<file path="src/rtl/sisc_pkg.sv">
// Shared encodings for the SISC control path: opcodes, FSM states,
// PC/ALU select codes and status-bit positions.
package sisc_pkg;

    localparam logic [3:0] OP_NOP   = 4'h0;
    localparam logic [3:0] OP_ALUR  = 4'h1;
    localparam logic [3:0] OP_ALUI  = 4'h2;
    localparam logic [3:0] OP_BRA   = 4'h4;
    localparam logic [3:0] OP_BRR   = 4'h5;
    localparam logic [3:0] OP_LOAD  = 4'h6;
    localparam logic [3:0] OP_STORE = 4'h7;
    localparam logic [3:0] OP_HLT   = 4'hF;

    typedef enum logic [2:0] {
        ST_START   = 3'd0,
        ST_FETCH   = 3'd1,
        ST_DECODE  = 3'd2,
        ST_EXECUTE = 3'd3,
        ST_MEM     = 3'd4,
        ST_WB      = 3'd5,
        ST_HALT    = 3'd6
    } state_t;

    localparam logic [1:0] PC_INC = 2'b00;
    localparam logic [1:0] PC_ABS = 2'b01;
    localparam logic [1:0] PC_REL = 2'b10;

    localparam logic [1:0] ALU_REG = 2'b00;
    localparam logic [1:0] ALU_IMM = 2'b01;

    localparam int STAT_C = 3;
    localparam int STAT_V = 2;
    localparam int STAT_N = 1;
    localparam int STAT_Z = 0;

    function automatic logic is_legal(input logic [3:0] op);
        return (op == OP_NOP) || (op == OP_ALUR) || (op == OP_ALUI) ||
               (op == OP_BRA) || (op == OP_BRR) || (op == OP_LOAD) ||
               (op == OP_STORE) || (op == OP_HLT);
    endfunction

endpackage

</file>
<file path="src/rtl/sisc_br_cond.sv">
// Branch condition: taken when the mask is empty (unconditional) or any
// masked status bit is set.
module br_cond
    import sisc_pkg::*;
(
    input  logic [3:0] mm,
    input  logic [3:0] stat,
    output logic       taken
);

    assign taken = (mm == 4'h0) || ((mm & stat) != 4'h0);

endmodule

</file>
<file path="src/rtl/sisc_sequencer.sv">
// Multicycle SISC sequencer: one state register with op/mask latched in
// DECODE, and datapath strobes decoded from state plus the latched op.
module sisc_sequencer
    import sisc_pkg::*;
(
    input  logic        clk,
    input  logic        rst,
    input  logic [31:0] ir,
    input  logic [3:0]  stat,
    input  logic        imem_rdy,
    input  logic        dmem_rdy,
    output logic        imem_req,
    output logic        ir_load,
    output logic        pc_write,
    output logic [1:0]  pc_sel,
    output logic [1:0]  alu_op,
    output logic        sr_enable,
    output logic        rf_we,
    output logic        wb_sel,
    output logic        dmem_rd,
    output logic        dmem_wr,
    output logic        instr_done,
    output logic        illegal,
    output logic        halted
);

    state_t     state_q;
    logic [3:0] op_q;
    logic [3:0] mm_q;
    logic       taken;
    logic       unused_ir;

    assign unused_ir = ^ir[23:0];

    br_cond u_br_cond (
        .mm   (mm_q),
        .stat (stat),
        .taken(taken)
    );

    always_ff @(posedge clk) begin
        if (rst) begin
            state_q <= ST_START;
            op_q    <= 4'h0;
            mm_q    <= 4'h0;
        end else begin
            case (state_q)
                ST_START: state_q <= ST_FETCH;
                ST_FETCH: if (imem_rdy) state_q <= ST_DECODE;
                ST_DECODE: begin
                    op_q    <= ir[31:28];
                    mm_q    <= ir[27:24];
                    state_q <= (ir[31:28] == OP_HLT) ? ST_HALT : ST_EXECUTE;
                end
                ST_EXECUTE: begin
                    if (op_q == OP_ALUR || op_q == OP_ALUI)
                        state_q <= ST_WB;
                    else if (op_q == OP_LOAD || op_q == OP_STORE)
                        state_q <= ST_MEM;
                    else
                        state_q <= ST_FETCH;
                end
                ST_MEM: if (dmem_rdy) state_q <= (op_q == OP_LOAD) ? ST_WB : ST_FETCH;
                ST_WB:   state_q <= ST_FETCH;
                ST_HALT: state_q <= ST_HALT;
                default: state_q <= ST_START;
            endcase
        end
    end

    always_comb begin
        imem_req   = 1'b0;
        ir_load    = 1'b0;
        pc_write   = 1'b0;
        pc_sel     = PC_INC;
        alu_op     = ALU_REG;
        sr_enable  = 1'b0;
        rf_we      = 1'b0;
        wb_sel     = 1'b0;
        dmem_rd    = 1'b0;
        dmem_wr    = 1'b0;
        instr_done = 1'b0;
        illegal    = 1'b0;
        halted     = 1'b0;
        case (state_q)
            ST_FETCH: begin
                imem_req = 1'b1;
                ir_load  = imem_rdy;
                pc_write = imem_rdy;
            end
            ST_EXECUTE: begin
                case (op_q)
                    OP_ALUR: sr_enable = 1'b1;
                    OP_ALUI: begin
                        alu_op    = ALU_IMM;
                        sr_enable = 1'b1;
                    end
                    OP_LOAD, OP_STORE: alu_op = ALU_IMM;
                    OP_BRA, OP_BRR: begin
                        pc_write   = taken;
                        pc_sel     = taken ? ((op_q == OP_BRA) ? PC_ABS : PC_REL) : PC_INC;
                        instr_done = 1'b1;
                    end
                    default: begin
                        // Undefined opcodes retire as NOP but are flagged
                        instr_done = 1'b1;
                        illegal    = !is_legal(op_q);
                    end
                endcase
            end
            ST_MEM: begin
                dmem_rd    = (op_q == OP_LOAD);
                dmem_wr    = (op_q != OP_LOAD);
                instr_done = (op_q != OP_LOAD) && dmem_rdy;
            end
            ST_WB: begin
                rf_we      = 1'b1;
                wb_sel     = (op_q == OP_LOAD);
                instr_done = 1'b1;
            end
            ST_HALT: halted = 1'b1;
            default: ;
        endcase
    end

endmodule

</file>
<file path="config.mk">
export PLATFORM = sky130hd
export DESIGN_NAME = sisc_sequencer
export DESIGN_NICKNAME = d
export VERILOG_FILES = /design/src/rtl/sisc_pkg.sv /design/src/rtl/sisc_br_cond.sv /design/src/rtl/sisc_sequencer.sv
export SDC_FILE = /design/constraint.sdc
export NUM_CORES = 1
export LEC_CHECK = 0
export CAP_MARGIN = 25
export CORE_ASPECT_RATIO = 1.25
export CORE_MARGIN = 2
export CORE_UTILIZATION = 35
export CTS_CLUSTER_SIZE = 40
export DETAILED_ROUTE_END_ITERATION = 7
export PLACE_DENSITY_LB_ADDON = 0.05
export SLEW_MARGIN = 10
export SYNTH_ARGS = -nofsm -noshare
export SYNTH_HDL_FRONTEND = slang
export SYNTH_HIERARCHICAL = 1
export SYNTH_SLANG_ARGS = --single-unit
</file>
<file path="constraint.sdc">
create_clock -name clk -period 2.4 [get_ports clk]
set_clock_uncertainty 0.2 [all_clocks]
set_input_delay 0.36 -clock clk [delete_from_list [all_inputs] [get_ports clk]]
set_output_delay 0.36 -clock clk [all_outputs]
set_load 0.02 [all_outputs]
</file>
==> key figures, run 1 <==
Synth
  – Asr flop ratio synth: 0%
  – Yosys cell types: 36
  – Mapped Nets: 134
  – Post-Syn Instances: 94
  – Synth Register Bits: 11
  – Primary FF master, synth: dfxtp_1
  – Cell accounting for the most synthesized area: dfxtp_1
  – Post-synth EDFFs: 0
  – Syn_area_per_cell: 7.640 um2
  – Syn Std Cell Area: 718.2 um2
  – Warnings from Yosys: 6
  – Top cell type's share of synthesized area: 30.66%
  – Seq/Total Area, Yosys: 30.66%
  – Largest cells by area after synthesis: dfxtp_1 (31%), mux2i_1 (7.0%), nor2_1 (6.8%)
  – Most common cell in the netlist: nor2_1
  – Synth top cells by count: nor2_1 (13), dfxtp_1 (11), a21oi_1 (9), nand2_1 (9), mux2i_1 (5)

GRT
  – Vias in the first global route: 696
  – Global Route Usage Sum: 15.87%
  – Overflow after GRT: 0
  – Initial antenna violation count: 0
  – First-pass GRT wire length: 2.808 mm
  – Largest net degree at the start of global routing: 12

Routing
  – Avg Vias per Cell: 5.122
  – Average routed wire per standard cell: 12.00 um
  – Drt pass-1 iters: 4
  – Initial drt markers: 7
  – Via count: 758
  – Routed wire length: 1.776 mm
  – DR DRC count: 0
  – Number of routed nets with antenna violations: 0

Place
  – # port buffers: 29
  – GPL Wtd Cong: 0.7227
  – Dpl cell area: 0.001055 mm2
  – Final HPWL DP: 1.411 mm

Setup path
  – Worst Path Max Fanout: 3
  – R2R cell count: 4
  – Critical Path Start: mm_q[0]
  – CP required: 1.84 ns
  – FF-to-FF setup slack: 0.74 ns
  – Crit. End Element: primary output
  – Worst Path Class, Setup: register to primary output
  – Startpoint Class: register
  – Reg2reg start: op_q[0]
  – Arrival time worst endpoint: 1.75 ns
  – End of the critical path: pc_sel[1]
  – Worst R2R End: state_q[2]

Floorplanning
  – Die Wd: 44.52 um
  – Starting Density: 36.65%
  – Core Footprint: 0.001959 mm2
  – Die Span Y: 54.65 um
  – Rows: 18
  – Die ar.: 0.002433 mm2
  – # IOs: 55

Clocking
  – CTS Sinks: 11
  – CTS HTree Levels: 1
  – Postcts setup bufs: 0
  – CTS tree: built
  – Worst-Skew Late Latency: 0.27 ns
  – Inserted Clock Buffers: 3
  – Clock Tree Buf Depth: 2
  – Clock transition at the registers of the reported paths: 0.07 ns
  – Root Buffer: clkbuf_4

STA
  – Final cycle utilization of the critical path: 96.45%
  – Max Fclk: 432.0 MHz
  – Tmin final: 2.315 ns
  – Pins over their slew limit: 0
  – Final TNS setup: 0 ns
  – Unrepaired setup endpoints after global routing: no
  – Number of setup violations in the final report: 0
  – Final hold vios: 0

Flow run
  – Max-cap violations: 0

Power
  – P_leak: 0.0005019 uW
  – Power Density: 385.3 mW/mm2
  – Peak supply drop: 307.6 uV
  – Overall power: 420.9 uW

Cells and area
  – Layout cells sized above 1: 19.53%
  – N_diodes: 0
  – Area delta synth->final: 52.09%
  – Final Cell Area: 0.001092 mm2
  – Total Nets Final: 169
  – Final Util: 55.75%
  – Fill count: 207

Min path
  – Worst Hold Class: register to register

Outcome
  – Outcome: complete, no violations
through the flow:
| step | std cells | hold WS, ns | worst slack (ns) |
|---|---|---|---|
| after floorplan | 94 | 0.2421 | 0.3203 |
| after global placement | 144 | 0.3057 | -0.2003 |
| after detailed placement | 144 | 0.3224 | -0.2098 |
| after CTS | 148 | 0.3383 | 0.02101 |
| after global routing | 148 | 0.3830 | 0.01016 |
| final | 148 | 0.3302 | 0.08509 |
how the worst min path moves through the flow:
stage	startpoint	end	slack [ns]	cells after the start
floorplan	rst	state_q[0]	0.24	1
global placement	mm_q[0]	mm_q[0]	0.31	2
detailed placement	mm_q[1]	mm_q[1]	0.32	2
CTS	mm_q[1]	mm_q[1]	0.34	2
global route	op_q[3]	op_q[3]	0.38	2
finish	mm_q[3]	mm_q[3]	0.33	2
layout by cell type (no fill, tap or decap), types with 2 or more instances in the layout:
cell type	count
dlygate4sd2_1	4
a22oi_1	2
nor2_1	12
nor3_1	2
inv_1	2
clkdlybuf4s50_1	18
buf_4	9
nand3b_1	2
and3_2	2
o21ai_0	4
dlymetal6s2s_1	3
nand2_1	9
clkbuf_4	3
nand2b_1	4
dfxtp_1	10
a21oi_1	8
mux2i_1	5
or2_2	2
where the power goes:
| group | internal, uW | leakage, uW | switching (uW) |
|---|---|---|---|
| Clock | 64.3 | 0.0000150 | 60.0 |
| Sequential | 190 | 0.0000900 | 6.22 |
| Combinational | 54.4 | 0.000397 | 46.2 |
registers in the layout, indices dropped and copies added, names as in the netlist:
register and count:
state_q 3, mm_q 4, op_q 4
per-layer routing:
metal / share of wire, % / vias up / GRT usage, %
li1: - / 394 / -
met1: 40 / 336 / 16.17
met2: 52 / 23 / 30.19
met3: 5.2 / 5 / 2.310
met4: 2.3 / 0 / 9.091
met5: 0 / - / 0
kinds of logic after synthesis:
group,count (synthesis),synth area share [%]
compound gates,23,20.38
xor+xnor,1,1.220
buf+inv,8,5.401
flops,11,30.66
mux,6,9.059
other cells,1,0.5221
simple gates,44,32.75
final cells by class:
cell class	instances	area [um2]	share of cell area, %
clock buffers	4	26.28	2.405
flip-flops and latches	11	221.5	20.27
well taps	20	25.02	2.291
multi-input cells	75	476.7	43.64
repair buffers	36	335.3	30.70
inverters	2	7.507	0.6873
timing repair:
action | in CTS | in global routing
hold buffers | 0 | 0
pin swaps | 0 | 1
resized for setup | 18 | 10
endpoints found under the hold margin | 0 | 0
setup endpoints to repair | 10 | 8
worst max-delay path, cell delays in order (launching register included):
cell     delay [ns]
dfxtp_1        0.32
or4_1          0.51
nand3_1        0.10
nand2_1        0.06
nor2_2         0.10
buf_4          0.12
and3_2         0.15
buf_4          0.13
No activity file was read; power rests on OpenSTA's default activity.
==> inputs of run 2 (changes only) <==
- CORE_UTILIZATION: 35 -> 30
- SKIP_LAST_GASP: default -> 1
- clock period: 2.4 -> 2.1 ns (I/O delays scaled with it)
==> key figures, run 2 (synthesis gave the netlist of run 1 again) <==
Outcome
  – Outcome: finished with violations
  – Failing checks: negative setup slack

Clocking
  – Clock transition at the registers of the reported paths: 0.07 ns
  – CTS HTree Levels: 1
  – Cts hold-fix bufs: 0
  – Root Buffer: clkbuf_4
  – Inserted Clock Buffers: 3
  – Clock Tree Buf Depth: 2
  – CTS tree: built
  – Worst-Skew Late Latency: 0.27 ns
  – CTS Sinks: 11

STA
  – Final TNS setup: -0.3480 ns
  – Max Fclk: 442.6 MHz
  – Number of setup violations in the final report: 3
  – Tmin final: 2.259 ns
  – Unrepaired setup endpoints after global routing: yes
  – Final setup margin: -0.1592 ns
  – Final cycle utilization of the critical path: 107.6%
  – Pins over their slew limit: 0
  – Final hold vios: 0

Place
  – # port buffers: 29
  – Worst slack, placed: -0.4534 ns
  – GPL Wtd Cong: 0.8152
  – Final HPWL DP: 1.526 mm

Power
  – Pint: 364.3 uW
  – Net Switching: 135.5 uW
  – Sequential power share: 44.7%
  – P_leak: 0.0005317 uW
  – Sw frac: 27.10%
  – Power Density: 417.0 mW/mm2
  – Clk pwr share: 28.9%
  – Peak supply drop: 411.1 uV
  – Comb pwr share: 26.4%

Flow run
  – Max-cap violations: 0

GRT
  – Global Route Usage Sum: 15.54%
  – Initial antenna violation count: 0
  – First-pass GRT wire length: 3.187 mm
  – Vias in the first global route: 798
  – Overflow after GRT: 0
  – Largest net degree at the start of global routing: 12

Setup path
  – Startpoint Class: register
  – Arrival time worst endpoint: 1.74 ns
  – Worst Path Max Fanout: 3
  – Crit. End Element: primary output
  – FF-to-FF setup slack: 0.35 ns
  – Worst Path Class, Setup: register to primary output
  – CP required: 1.58 ns

Routing
  – Routed wire length: 1.883 mm
  – Number of routed nets with antenna violations: 0
  – DR DRC count: 0
  – Avg Vias per Cell: 4.699
  – Via count: 813
  – Average routed wire per standard cell: 10.88 um
  – Drt pass-1 iters: 4
  – Initial drt markers: 5

Cells and area
  – N_diodes: 0
  – Final Util: 53.64%
  – Fill count: 241
  – Multi-input logic area: 489.2 um2
  – Commonest non-fill, non-tap cell in the layout: buf_4
  – Area delta synth->final: 66.90%
  – Sequential Area: 224.0 um2
  – Commonest non-fill, non-tap cells in the layout: buf_4 (22), clkdlybuf4s50_1 (15), nor2_1 (12), nand2_1 (8), dfxtp_1 (8)
  – Largest registers: mm_q x4, op_q x4, state_q x3
  – Total Nets Final: 183
  – Layout cells sized above 1: 36.62%

Floorplanning
  – Core Footprint: 0.002235 mm2
  – # IOs: 55
  – Die Span Y: 58.71 um
  – Die ar.: 0.002804 mm2
  – Rows: 19
  – Die Wd: 47.76 um
  – Starting Density: 32.14%

Min path
  – Worst Hold Class: register to register
run 2: changes by cell type in the layout (fill, tap and decap cells not counted), sizes merged:
cell / change
clkdlybuf4s15: -1
buf: +18
dlymetal6s2s: -3
clkbuf: +4
dlygate4sd2: -1
clkdlybuf4s50: -3
run 2: final timing paths:
path,to,depth (start not counted),start
worst max-delay path,pc_write,7,mm_q[0]
worst min-delay path,op_q[3],2,op_q[3]
worst min register to register,op_q[3],2,op_q[3]
worst max register to register,state_q[2],6,op_q[1]
run 2: final cells by class:
| class | instances | area share (%) |
|---|---|---|
| flip-flops and latches | 11 | 18.68 |
| multi-input cells | 75 | 40.81 |
| well taps | 31 | 3.236 |
| clock buffers | 4 | 2.192 |
| repair buffers | 50 | 34.45 |
| inverters | 2 | 0.6263 |
run 2: what timing repair did:
action                                  in CTS  in global routing
resized for setup                           41                 20
endpoints found under the setup margin      14                 10
endpoints found under the hold margin        0                  0
pin swaps                                    3                  5
buffers inserted                             1                  0
run 2: layer usage:
layer / vias to the layer above / global-route usage, % / routed length, um
li1: 428 / - / -
met1: 355 / 17.52 / 801
met2: 25 / 27.62 / 943
met3: 5 / 0.9202 / 90
met4: 0 / 8.108 / 48
met5: - / 0 / 0
run 2: per-stage QoR:
stage               hold WS [ns]  power (uW)  std cells  instance area (um2)
floorplan                 0.1971       287.6         94                718.2
global placement          0.3078       356.9        168                 1179
detailed placement        0.3121       357.5        168                 1179
CTS                       0.3213       498.3        173                 1195
global route              0.3761       527.3        173                 1199
finish                    0.3197       499.8        173                 1199
run 2: worst max-delay path: stages (launching register included):
cell and delay [ns]:
dfxtp_2 0.32, or4_4 0.53, nand3_2 0.08, nand2_2 0.07, nor2_4 0.10, nand3b_1 0.10, a21oi_2 0.12, buf_4 0.15
run 2: power groups by stage:
stage | Combinational (uW) | Sequential, uW | Clock, uW
global route | 145 | 224 | 158
global placement | 129 | 228 | 0
CTS | 127 | 223 | 149
floorplan | 61.7 | 226 | 0
finish | 132 | 223 | 145
detailed placement | 130 | 228 | 0
==> patch 1, RTL diff (config.mk and constraints of run 2) <==
Reset style: asynchronous (`rst`), changed in one clocked block.
--- a/src/rtl/sisc_sequencer.sv
+++ b/src/rtl/sisc_sequencer.sv
@@ -38,7 +38,7 @@
         .taken(taken)
     );
 
-    always_ff @(posedge clk) begin
+    always_ff @(posedge clk or posedge rst) begin
         if (rst) begin
             state_q <= ST_START;
             op_q    <= 4'h0;
Behaviour: differs if rst is asserted again (counterexample within 4 cycles, from zero or initial values and one cycle with rst high); with rst held inactive, the same outputs for 10 cycles.
==> patch 1 against run 2 <==
- worst setup slack got worse by 0.28 ns
- non-clock buffer count down 1
- the flow still finishes with violations (setup timing)
- critical path type unchanged
- final area is 0.52% lower
- routed wire length down 4.8%
- area after synthesis is 4.9% lower
- worst hold slack worse by 0.19 ns
- utilization increased by 0.88 points
- first-iteration DRC count increased to 3.0 times the old value
- sequential cell count unchanged
Power is left out: it rests on default switching activity, and per cell area and clock period it moved more than threefold.
==> patch 1: results (changes against run 2) <==
| Metric | Value |
|---|---|
| Synth Instances | `78 (-17%)` |
| Worst Setup Slack, final | `-0.436 ns (-0.277 ns)` |
| First-pass GRT wire length | `2.93 mm (-8.2%)` |
| Reg clk slew, reported paths | `0.08 ns` |
| Yosys warning count | `6 (unchanged)` |
| Ant. Diodes | `0 (unchanged)` |
| Syn Nets | `118 (-12%)` |
| WL/cell | `11.2 um (+3.0%)` |
| Share of layout cells above drive strength 1 | `0.388 (+0.0214)` |
| Final std cells w/o fill | `160 (-7.5%)` |
| Nets | `170 (-7.1%)` |
| Setup TNS | `-1.30 ns (-0.948 ns)` |
| Ys flop type | `dfrtp_1` |
| Drt via density | `4.66 (-0.79%)` |
| Worst slack, placed | `-0.605 ns (-0.152 ns)` |
| Routability Congestion | `0.759 (-6.9%)` |
| Total GRT Usage | `0.151 (-0.00427)` |
| Hold/Removal Path Class | `input pin to async pin` |
| Async SR Flop Fraction | `1.00 (+1.00)` |
| Post-synthesis cell type count | `28 (-22%)` |
| Pre-antenna DRT Iters | `4 (unchanged)` |
| Dpl hpwl | `1.45 mm (-4.7%)` |
| Placed Instances | `154 (-8.3%)` |
| Largest registers ranked by flip-flop count | `mm_q: 4 flops, op_q: 4 flops, state_q: 3 flops` |
| Top cells by area, synth | `dfrtp_1 (40%), mux2_2 (9.9%), nand2_1 (5.5%)` |
| IO Port Bufs | `29 (unchanged)` |
| Post-synthesis sequential area ratio | `0.403 (+0.0963)` |
| CP peak stage delay | `0.55 ns (+0.02 ns)` |
| Status | `finished, violations left` |
| Post-synth top cells | `dfrtp_1 (11), nand2_1 (10), nor2_1 (10), inv_1 (7), mux2_2 (6)` |
| Failing checks | `setup timing` |
| Max H-tree Level | `1 (unchanged)` |
| Setup-failing EPs final | `3 (unchanged)` |
| First DRT Iteration DRCs | `15 (+10)` |
| Number of global-route vias before repair | `710 (-11%)` |
| CP Max Fanout | `3 (unchanged)` |
[patch 1: cell count changes in the layout (fill, tap and decap cells not counted), moves of 4 or more]
| cell | change |
|---|---|
| a21oi_1 | -7 |
| inv_1 | +5 |
| nor2_1 | -5 |
| mux2_2 | +6 |
| mux2i_1 | -4 |
| dfrtp_1 | +11 |
| dfxtp_1 | -8 |
[patch 1: routing by layer]
| metal | track usage | wire [um] | vias up |
|---|---|---|---|
| met5 | 0 | 0 | - |
| met4 | 0.0714 | 29 | 0 |
| li1 | - | - | 375 |
| met2 | 0.258 | 972 | 23 |
| met3 | 0.0316 | 103 | 4 |
| met1 | 0.173 | 689 | 344 |
[patch 1: cell families (layout without fill, tap and decap cells)]
kind of cell	Yosys count	after routing	share of synthesized area
xor+xnor	2	2	0.0256
flops	11	11	0.403
buf+inv	9	60	0.0550
mux	7	7	0.114
simple gates	37	37	0.275
compound gates	11	11	0.123
other cells	1	1	0.00549
[patch 1: layout make-up]
class                      count  area (um^2)
timing repair buffer          49          410
clock buffer                   3         22.5
sequential                    11          275
tap                           31         38.8
fill                         238          995
clock inverter                 1         5.00
inverter                       7         26.3
multi-input combinational     58          414
[patch 1: path summary, 6_finish.rpt]
| check | startpoint | to | slack (ns) | cells after the start |
|---|---|---|---|---|
| worst max-delay path | mm_q[0] | pc_sel[1] | -0.44 | 5 |
| max in group asynchronous | rst | state_q[1] | 1.28 | 2 |
| min in group clk | op_q[1] | op_q[1] | 0.36 | 1 |
| worst min-delay path | rst | mm_q[2] | 0.13 | 2 |
| worst max register to register | state_q[0] | op_q[3] | 0.48 | 5 |
| worst min register to register | op_q[1] | op_q[1] | 0.36 | 1 |
[patch 1: stage by stage]
stage,hold WS (ns),cell area [um^2]
floorplan,-0.0326,701
global placement,0.336,1150
detailed placement,0.340,1150
CTS,0.143,1190
global route,0.141,1190
finish,0.125,1190
[patch 1: critical path, delay by kind of cell, from the launching register on]
kind	cells	cell delay, ns
buffers and inverters	1	0.12
DFF	1	0.39
and+or+nand+nor	4	1.25
[patch 1: repair_timing]
item,4_1_cts,5_1_grt
buffers inserted,1,1
endpoints found under the setup margin,14,11
pin swaps,1,2
gates resized for setup,40,14
==> patch 2, RTL diff (config.mk and constraints of run 2) <==
Without the edit above. Encoding of `state_t`: now Gray code (3 bits for 7 states).
--- a/src/rtl/sisc_pkg.sv
+++ b/src/rtl/sisc_pkg.sv
@@ -12,13 +12,13 @@
     localparam logic [3:0] OP_HLT   = 4'hF;
 
     typedef enum logic [2:0] {
-        ST_START   = 3'd0,
-        ST_FETCH   = 3'd1,
-        ST_DECODE  = 3'd2,
-        ST_EXECUTE = 3'd3,
-        ST_MEM     = 3'd4,
-        ST_WB      = 3'd5,
-        ST_HALT    = 3'd6
+        ST_START   = 3'b000,
+        ST_FETCH   = 3'b001,
+        ST_DECODE  = 3'b011,
+        ST_EXECUTE = 3'b010,
+        ST_MEM     = 3'b110,
+        ST_WB      = 3'b111,
+        ST_HALT    = 3'b101
     } state_t;
 
     localparam logic [1:0] PC_INC = 2'b00;
Behaviour: no difference found for any inputs over 10 cycles, from zero or initial values and one cycle with rst high; not proved beyond that.
==> patch 2 against run 2 <==
- the flow still finishes with violations (setup timing)
- worst setup slack worse by 0.092 ns
- power up 0.40%
- sequential cell count unchanged
- sequential share of layout area about the same
- area after synthesis up 0.87%
- first-iteration DRC count up 120%
- routed wire length up 4.1%
- final area up 0.10%
- critical endpoint is now pc_sel[1]
==> patch 2: results (changes against run 2) <==
| Metric | Value |
|---|---|
| IO Port Bufs | `29 (unchanged)` |
| Failing checks | `setup timing` |
| Comb group | `0.000134 W` |
| Placed Instances | `171 (+1.8%)` |
| Pleak | `0.585 nW (+10%)` |
| Reg clk slew, reported paths | `0.07 ns (about the same)` |
| Number of global-route vias before repair | `744 (-6.8%)` |
| Clock latency on the worst-skew pair | `0.27 ns (about the same)` |
| Post-synthesis cell type count | `34 (-5.6%)` |
| Synth Instances | `99 (+5.3%)` |
| Switch Pwr | `0.000137 W (+1.0%)` |
| Final hold slack | `0.347 ns (+0.0271 ns)` |
| FF-to-FF setup slack | `0.41 ns (+0.06 ns)` |
| Post-synthesis sequential area ratio | `0.304 (-0.00265)` |
| Total GRT Usage | `0.155 (-0.000277)` |
| Pin count of the biggest net entering global routing | `17 (+5)` |
| Total internal power | `0.000365 W (+0.17%)` |
| Status | `finished, violations left` |
| FILL cells | `239 (-0.83%)` |
| Max H-tree Level | `1 (unchanged)` |
| Hold/Removal Path Class | `flop to flop` |
| Setup TNS | `-0.823 ns (-0.475 ns)` |
| CTS max path bufs | `2 (unchanged)` |
| Syn Nets | `139 (+3.7%)` |
| First-pass GRT wire length | `3.13 mm (-1.9%)` |
| Critical Path AT | `1.84 ns (+0.10 ns)` |
| Share of layout cells above drive strength 1 | `0.285 (-0.0815)` |
| Yosys warning count | `6 (unchanged)` |
| WL/cell | `11.2 um (+2.9%)` |
| Peak VDD IR | `0.290 mV (-29%)` |
| Pre-antenna DRT Iters | `3 (-1)` |
| Finished Cell Area | `0.00120 mm^2 (+0.10%)` |
| Top cells by area, synth | `dfxtp_1 (30%), mux2i_1 (6.9%), a21oi_1 (6.2%)` |
| Setup-failing EPs final | `4 (+1)` |
| Dpl hpwl | `1.55 mm (+1.9%)` |
| Nets | `185 (+1.1%)` |
| Initial antenna violation count | `0 (unchanged)` |
| Drt via density | `4.58 (-2.5%)` |
| First DRT Iteration DRCs | `11 (+6)` |
| Critical path's slowest cell | `or3b_4` |
| Worst slack, placed | `-0.463 ns (-0.00947 ns)` |
| Sequential power | `0.000222 W` |
| Routability Congestion | `0.804 (-1.3%)` |
| Final std cells w/o fill | `175 (+1.2%)` |
| CP peak stage delay | `0.39 ns (-0.14 ns)` |
| CP Max Fanout | `3 (unchanged)` |
| Async SR Flop Fraction | `0 (unchanged)` |
| Post-synth top cells | `nand2_1 (12), dfxtp_1 (11), a21oi_1 (9), nor2_1 (9), nand3_1 (7)` |
| Worst Setup Slack, final | `-0.251 ns (-0.0917 ns)` |
==> patch 2: cell count changes after synthesis, moves of 3 or more <==
cell / run 2 / this run
nand3_1: 1 / 7
buf_2: 4 / 0
clkbuf_1: 1 / 5
nor2_1: 13 / 9
nor2b_1: 0 / 4
nand2_1: 9 / 12
o21ai_0: 4 / 1
==> patch 2: cells by family (layout without fill, tap and decap cells) <==
logic type,after synthesis,count (layout),synth area share
buffers and inverters,11,56,0.0673
multiplexers,5,5,0.0691
AND/OR/NAND/NOR,50,50,0.363
XOR/XNOR,2,2,0.0242
AO/OA/AOI/OAI,19,19,0.168
other,1,1,0.00518
flip-flops,11,11,0.304
==> patch 2: layout make-up <==
class | count | area share
repair buffers | 49 | 0.358
flip-flops and latches | 11 | 0.187
well taps | 31 | 0.0323
multi-input cells | 77 | 0.392
clock buffers | 4 | 0.0219
inverters | 3 | 0.00938
==> patch 2: worst paths after layout <==
path	startpoint	end	depth (start not counted)
worst max-delay path	state_q[2]	pc_sel[1]	5
worst min-delay path	op_q[2]	op_q[2]	2
worst max register to register	op_q[2]	state_q[1]	6
worst min register to register	op_q[2]	op_q[2]	2
==> patch 2: worst max-delay path: cells and delay by family, from the launching register on <==
kind / cells / cell delay [ns]
and+or+nand+nor: 4 / 1.13
DFF: 1 / 0.32
buffers and inverters: 1 / 0.12
==> patch 2: routing by layer <==
layer	vias up	part of all wire	track usage	wire (um)
met5	-	0	0	0
met4	0	0.013	0.0695	25
met3	4	0.031	0.0307	60
met2	13	0.50	0.251	973
met1	358	0.46	0.191	900
li1	427	-	-	-
==> patch 2: timing repair <==
| action | 4_1_cts | 5_1_grt |
|---|---|---|
| pin swaps | 2 | 4 |
| resized for setup | 41 | 13 |
| endpoints found under the setup margin | 13 | 10 |
| setup buffers | 1 | 1 |
